`src/rtl/alarm_ctrl.sv`:
```
// Alarm-time register with BCD digit editor, key synchronisers and ring/silence logic.
// Define ALARM_BEEP_EN to pulse ring from bit 23 of a free-running counter; otherwise ring is steady.
module alarm_ctrl #(
  parameter logic [5:0] ALARM_HOUR_INIT = 6'h07,
  parameter logic [6:0] ALARM_MIN_INIT  = 7'h00
) (
  input  logic       CLOCK_50,
  input  logic       rst_n,
  input  logic       key_mode_n,
  input  logic       key_next_n,
  input  logic       key_inc_n,
  input  logic       key_alarm_n,
  input  logic [5:0] cur_hour,
  input  logic [6:0] cur_minute,
  output logic       state,
  output logic [3:0] select_one,
  output logic [5:0] alarm_hour,
  output logic [6:0] alarm_minute,
  output logic       ring
);

  localparam int K_MODE  = 0;
  localparam int K_NEXT  = 1;
  localparam int K_INC   = 2;
  localparam int K_ALARM = 3;

  typedef enum logic [2:0] {
    IDLE   = 3'd0,
    SET_ML = 3'd1,
    SET_MH = 3'd2,
    SET_HL = 3'd3,
    SET_HH = 3'd4
  } fsm_t;

  logic [3:0] keys_n;
  logic [3:0] press;
  logic [1:0] settle_reg;

  assign keys_n = {key_alarm_n, key_inc_n, key_next_n, key_mode_n};

  // settle_reg[1] marks that the synchroniser outputs hold real samples since reset
  always_ff @(posedge CLOCK_50 or negedge rst_n) begin
    if (!rst_n) begin
      settle_reg <= 2'b00;
    end else begin
      settle_reg <= {settle_reg[0], 1'b1};
    end
  end

  generate
    for (genvar gi = 0; gi < 4; gi++) begin : g_key
      logic sync1_reg;
      logic sync2_reg;
      logic edge_reg;
      logic armed_reg;

      // A key held through reset stays disarmed until it is seen released once
      always_ff @(posedge CLOCK_50 or negedge rst_n) begin
        if (!rst_n) begin
          sync1_reg <= 1'b1;
          sync2_reg <= 1'b1;
          edge_reg  <= 1'b1;
          armed_reg <= 1'b0;
        end else begin
          sync1_reg <= keys_n[gi];
          sync2_reg <= sync1_reg;
          edge_reg  <= sync2_reg;
          armed_reg <= armed_reg | (settle_reg[1] & sync2_reg);
        end
      end

      assign press[gi] = armed_reg & edge_reg & ~sync2_reg;
    end
  endgenerate

  fsm_t       fsm_reg, fsm_next;
  logic       state_reg, state_next;
  logic [3:0] sel_reg, sel_next;
  logic [5:0] hour_reg, hour_next;
  logic [6:0] min_reg, min_next;
  logic       silenced_reg, silenced_next;
  logic       ring_base_reg, ring_base_next;

  logic       match;
  logic       silence_hit;
  logic       alarm_off;
  logic [1:0] hour_tens_inc;
  logic [3:0] hour_units_top;

  assign match = state_reg & (fsm_reg == IDLE) &
                 (hour_reg == cur_hour) & (min_reg == cur_minute);
  assign silence_hit    = ring_base_reg & (|press);
  assign hour_tens_inc  = (hour_reg[5:4] >= 2'd2) ? 2'd0 : hour_reg[5:4] + 2'd1;
  assign hour_units_top = (hour_reg[5:4] == 2'd2) ? 4'd3 : 4'd9;

  always_ff @(posedge CLOCK_50 or negedge rst_n) begin
    if (!rst_n) begin
      fsm_reg       <= IDLE;
      state_reg     <= 1'b0;
      sel_reg       <= 4'b0000;
      hour_reg      <= ALARM_HOUR_INIT;
      min_reg       <= ALARM_MIN_INIT;
      silenced_reg  <= 1'b0;
      ring_base_reg <= 1'b0;
    end else begin
      fsm_reg       <= fsm_next;
      state_reg     <= state_next;
      sel_reg       <= sel_next;
      hour_reg      <= hour_next;
      min_reg       <= min_next;
      silenced_reg  <= silenced_next;
      ring_base_reg <= ring_base_next;
    end
  end

  always_comb begin
    fsm_next      = fsm_reg;
    state_next    = state_reg;
    hour_next     = hour_reg;
    min_next      = min_reg;
    silenced_next = silenced_reg;
    alarm_off     = 1'b0;

    if (silence_hit) begin
      // the silencing press is consumed entirely
      silenced_next = 1'b1;
    end else begin
      if (press[K_ALARM]) begin
        state_next = ~state_reg;
        alarm_off  = state_reg;
      end

      if (press[K_MODE]) begin
        fsm_next = (fsm_reg == IDLE) ? SET_ML : IDLE;
      end else if (press[K_NEXT]) begin
        case (fsm_reg)
          SET_ML:  fsm_next = SET_MH;
          SET_MH:  fsm_next = SET_HL;
          SET_HL:  fsm_next = SET_HH;
          SET_HH:  fsm_next = SET_ML;
          default: fsm_next = fsm_reg;
        endcase
      end else if (press[K_INC]) begin
        case (fsm_reg)
          SET_ML: min_next[3:0] = (min_reg[3:0] >= 4'd9) ? 4'd0 : min_reg[3:0] + 4'd1;
          SET_MH: min_next[6:4] = (min_reg[6:4] >= 3'd5) ? 3'd0 : min_reg[6:4] + 3'd1;
          SET_HL: hour_next[3:0] = (hour_reg[3:0] >= hour_units_top) ? 4'd0
                                                                     : hour_reg[3:0] + 4'd1;
          SET_HH: begin
            hour_next[5:4] = hour_tens_inc;
            if (hour_tens_inc == 2'd2 && hour_reg[3:0] > 4'd3) begin
              hour_next[3:0] = 4'd3;
            end
          end
          default: ;
        endcase
      end
    end

    if (!match || alarm_off) begin
      silenced_next = 1'b0;
    end

    ring_base_next = match & ~silenced_next & ~alarm_off;

    case (fsm_next)
      SET_ML:  sel_next = 4'b0001;
      SET_MH:  sel_next = 4'b0010;
      SET_HL:  sel_next = 4'b0100;
      SET_HH:  sel_next = 4'b1000;
      default: sel_next = 4'b0000;
    endcase
  end

`ifdef ALARM_BEEP_EN
  logic [23:0] beep_cnt_reg;

  always_ff @(posedge CLOCK_50 or negedge rst_n) begin
    if (!rst_n) begin
      beep_cnt_reg <= 24'd0;
    end else begin
      beep_cnt_reg <= beep_cnt_reg + 24'd1;
    end
  end

  assign ring = ring_base_reg & beep_cnt_reg[23];
`else
  assign ring = ring_base_reg;
`endif

  assign state        = state_reg;
  assign select_one   = sel_reg;
  assign alarm_hour   = hour_reg;
  assign alarm_minute = min_reg;

endmodule

```
`config.mk`:
```
export PLATFORM = sky130hd
export DESIGN_NAME = alarm_ctrl
export DESIGN_NICKNAME = d
export VERILOG_FILES = /design/src/rtl/alarm_ctrl.sv
export SDC_FILE = /design/constraint.sdc
export NUM_CORES = 1
export LEC_CHECK = 0
export ABC_AREA = 1
export CELL_PAD_IN_SITES_DETAIL_PLACEMENT = 0
export CELL_PAD_IN_SITES_GLOBAL_PLACEMENT = 2
export CORE_ASPECT_RATIO = 0.75
export CORE_MARGIN = 5
export CORE_UTILIZATION = 31
export DETAILED_ROUTE_END_ITERATION = 10
export GPL_TIMING_DRIVEN = 0
export PLACE_DENSITY_LB_ADDON = 0.05
export SYNTH_ARGS = -nofsm -noshare
export SYNTH_HDL_FRONTEND = slang
export SYNTH_SLANG_ARGS = --single-unit
```
`constraint.sdc`:
```
create_clock -name CLOCK_50 -period 1.55 [get_ports CLOCK_50]
set_input_delay 0.155 -clock CLOCK_50 [delete_from_list [all_inputs] [get_ports CLOCK_50]]
set_output_delay 0.155 -clock CLOCK_50 [all_outputs]
set_load 0.01 [all_outputs]
```
==> summary.txt <==
Timing
  • Final WS setup: about 0.065 ns
  • RSZ-0062 raised after global routing: yes
  • F_max: 673.5 MHz
  • Min cycle time layout: 1.485 ns
  • Final Setup Violations: 0
  • Final period util: 0.9580
  • Clock skew: 0.004174 ns
  • Final hold vios: 0
  • Slew Limit Fails: 0

Routing
  • Initial DRC count: 35
  • DRC Markers: 0
  • Wirelength per Cell: approximately 12 um
  • Vias per inst: 4.293
  • Router iterations before antenna repair: 7
  • Final WL: 5.482 mm
  • Final antenna-violating net count: 0
  • Vias: between 1,500 and 2,000

Power
  • Maximum vdd drop: 627.3 uV
  • Lkg Pwr: ~1.5 nW
  • Total power: 0.004270 W
  • Pwr/cell area: 1402 mW/mm^2

Critical path
  • Critical Path End Type: output port
  • Worst path arrival time: around 1.3 ns
  • Slowest cell on crit path: clkdlybuf4s50_1
  • Kind of critical path: reg -> out
  • Startpoint Class: flip-flop
  • Critical Path RT: 1.39 ns
  • Crit-path leading delay family: buffers and inverters
  • CP max FO: 9
  • Worst-path cell chain: clkdlybuf4s50_1
  • Crit path buffers/inverters: 1
  • Peak per-stage delay on the critical path: 0.56 ns

Final layout
  • N_diodes: 0
  • Commonest non-fill, non-tap cell in the layout: nand2_1
  • P&R area growth vs syn: 31.92%
  • Final #Nets: 365
  • Multi-input logic area: 0.001120 mm^2
  • Finished Cell Area: 0.003045 mm^2
  • Register area: around 0.0011 mm^2
  • Layout cells sized above 1: 0.2478
  • Most frequent cells in the layout: nand2_1, clkdlybuf4s50_1, inv_1
  • Max reg flops: 7
  • Fillers: 794

Die
  • Initial Util: 0.3164
  • Die height: 84.73 um
  • DIE AREA: 0.009290 mm^2
  • Core Box Area: around 0.0073 mm^2
  • Num rows: 27
  • Die X: 109.6 um
  • Ports: 38

Clock tree
  • CTS root buf: clkbuf_8
  • Clock slew at reported path FFs: 0.09 ns
  • Max clock buf depth: 2
  • Clock Sinks: 41
  • H-tree levels: 2
  • CTS tree: done
  • CTS buffer count: 5
  • Worst-skew pair later-pin latency: 0.30 ns

Synthesis
  • Number of synthesized register bits: 41
  • Sequential element share of the synthesized area: 0.4526
  • Post-synth net total: between 300 and 400
  • Syn avg cell area: 8.072 um^2
  • Cell taking the most area after synthesis: dfrtp_1
  • Synth top area cells: dfrtp_1, dfstp_2, nand2_1
  • Yosys top cell area share: 0.2818
  • Syn Std Cell Area: 0.002308 mm^2
  • Unique masters post-synth: 32
  • Yosys warns: 0
  • Mapped Cells: 286

Placed design
  • RePlAce Congestion: 0.7274
  • Pre-CTS setup slack: -0.1496 ns
  • Area post-placement: between 0.002 and 0.003 mm^2
  • PortBufs: 37
  • Final HPWL DP: ~4 mm

Flow run
  • # Max-Cap Violations: 0

Worst hold path
  • Hold WC Path Type: in -> async

Global route
  • Largest net degree at the start of global routing: 33
  • Vias in the first global route: ~2,000
  • GRT Util Overall: 0.1306
  • Initial antenna violation count: 0
  • First-pass GRT wire length: roughly 9.6 mm
  • Gr ovfl total: 0

Run status
  • Outcome: finished, final reports clean
[repair_timing]
item | in CTS | in global routing
endpoints found under the hold margin | 9 | 0
setup endpoints to repair | 9 | 19
resized for setup | 9 | 16
setup buffers | 4 | 2
hold buffers | 1 | 0
pin swaps | 0 | 7
[per-layer routing]
| metal | share of wire | wire length, um | GRT usage | vias to the layer above |
|---|---|---|---|---|
| met3 | 0.037 | 203 | 0.03151 | 6 |
| met2 | 0.43 | 2358 | 0.1967 | 25 |
| met5 | 0 | 0 | 0 | - |
| li1 | - | - | - | 995 |
| met1 | 0.52 | 2868 | 0.1879 | 863 |
| met4 | 0.0093 | 51 | 0.03058 | 0 |
[cells by family after synthesis]
| kind of cell | after synthesis | synth area share |
|---|---|---|
| AOI/OAI and AO/OA | 15 | 0.03902 |
| xor gates and xnor gates | 6 | 0.02276 |
| adders and majority gates | 8 | 0.04336 |
| buffers and inverters | 43 | 0.07858 |
| DFF | 41 | 0.4526 |
| other | 1 | 0.001624 |
| and+or+nand+nor | 172 | 0.3621 |
[final cells by class]
type,count,area share
tap,101,0.04150
buffer,4,0.01274
multi-input combinational,202,0.3677
clock inverter,3,0.01520
timing repair buffer,45,0.1463
clock buffer,5,0.02260
inverter,39,0.04807
sequential,41,0.3459
[path summary, 6_finish.rpt]
kind / endpoint / depth (start not counted) / startpoint / slack (ns)
min: alarm_hour[3] / 2 / rst_n / 0.25
min reg2reg: g_key[0].sync2_reg / 0 / g_key[0].sync1_reg / 0.36
max reg2reg: alarm_hour[2] / 10 / alarm_hour[4] / 0.07
max: alarm_minute[0] / 1 / alarm_minute[0] / 0.07
min in group CLOCK_50: g_key[1].sync1_reg / 1 / key_next_n / 0.25
max in group asynchronous: g_key[2].sync2_reg / 3 / rst_n / 0.79
[stage by stage]
stage | hold WS, ns | instances | TNS, ns | util
after floorplan | -0.1406 | 286 | 0 | -
after global placement | 0.3335 | 424 | -25.11 | 0.3844
after detailed placement | 0.03981 | 425 | -0.4109 | 0.3865
after CTS | 0.2458 | 438 | -0.009159 | 0.4102
after global routing | 0.2438 | 440 | -0.1897 | 0.4174
final | 0.2501 | 440 | 0 | 0.4174
[synth_stat cells]
master and number:
nand3b_1 1, o21bai_1 2, nor2_8 1, conb_1 1, nor2_2 2, o21ai_1 2
nand3_2 2, buf_4 1, o21ai_2 1, a31oi_1 1, xnor2_1 6, buf_6 2
buf_2 1, inv_1 29, dfrtp_1 26, nor3_1 1, dfstp_2 15, clkinv_1 1
nand3_4 1, ha_1 8, nor2_4 3, nand3_1 16, a21o_1 2, o21ai_0 1
nor2_1 32, nand4_1 13, nand2_4 6, and2_4 1, nand2_2 5, inv_2 9
a21oi_1 6, nand2_1 88
[report_power, final]
part,internal (W),switching [W]
combinational,0.000825,0.000995
clock,0.000482,0.000406
sequential,0.00131,0.000248
total,0.00262,0.00165
Note: power is estimated with default switching activity, not from simulation.
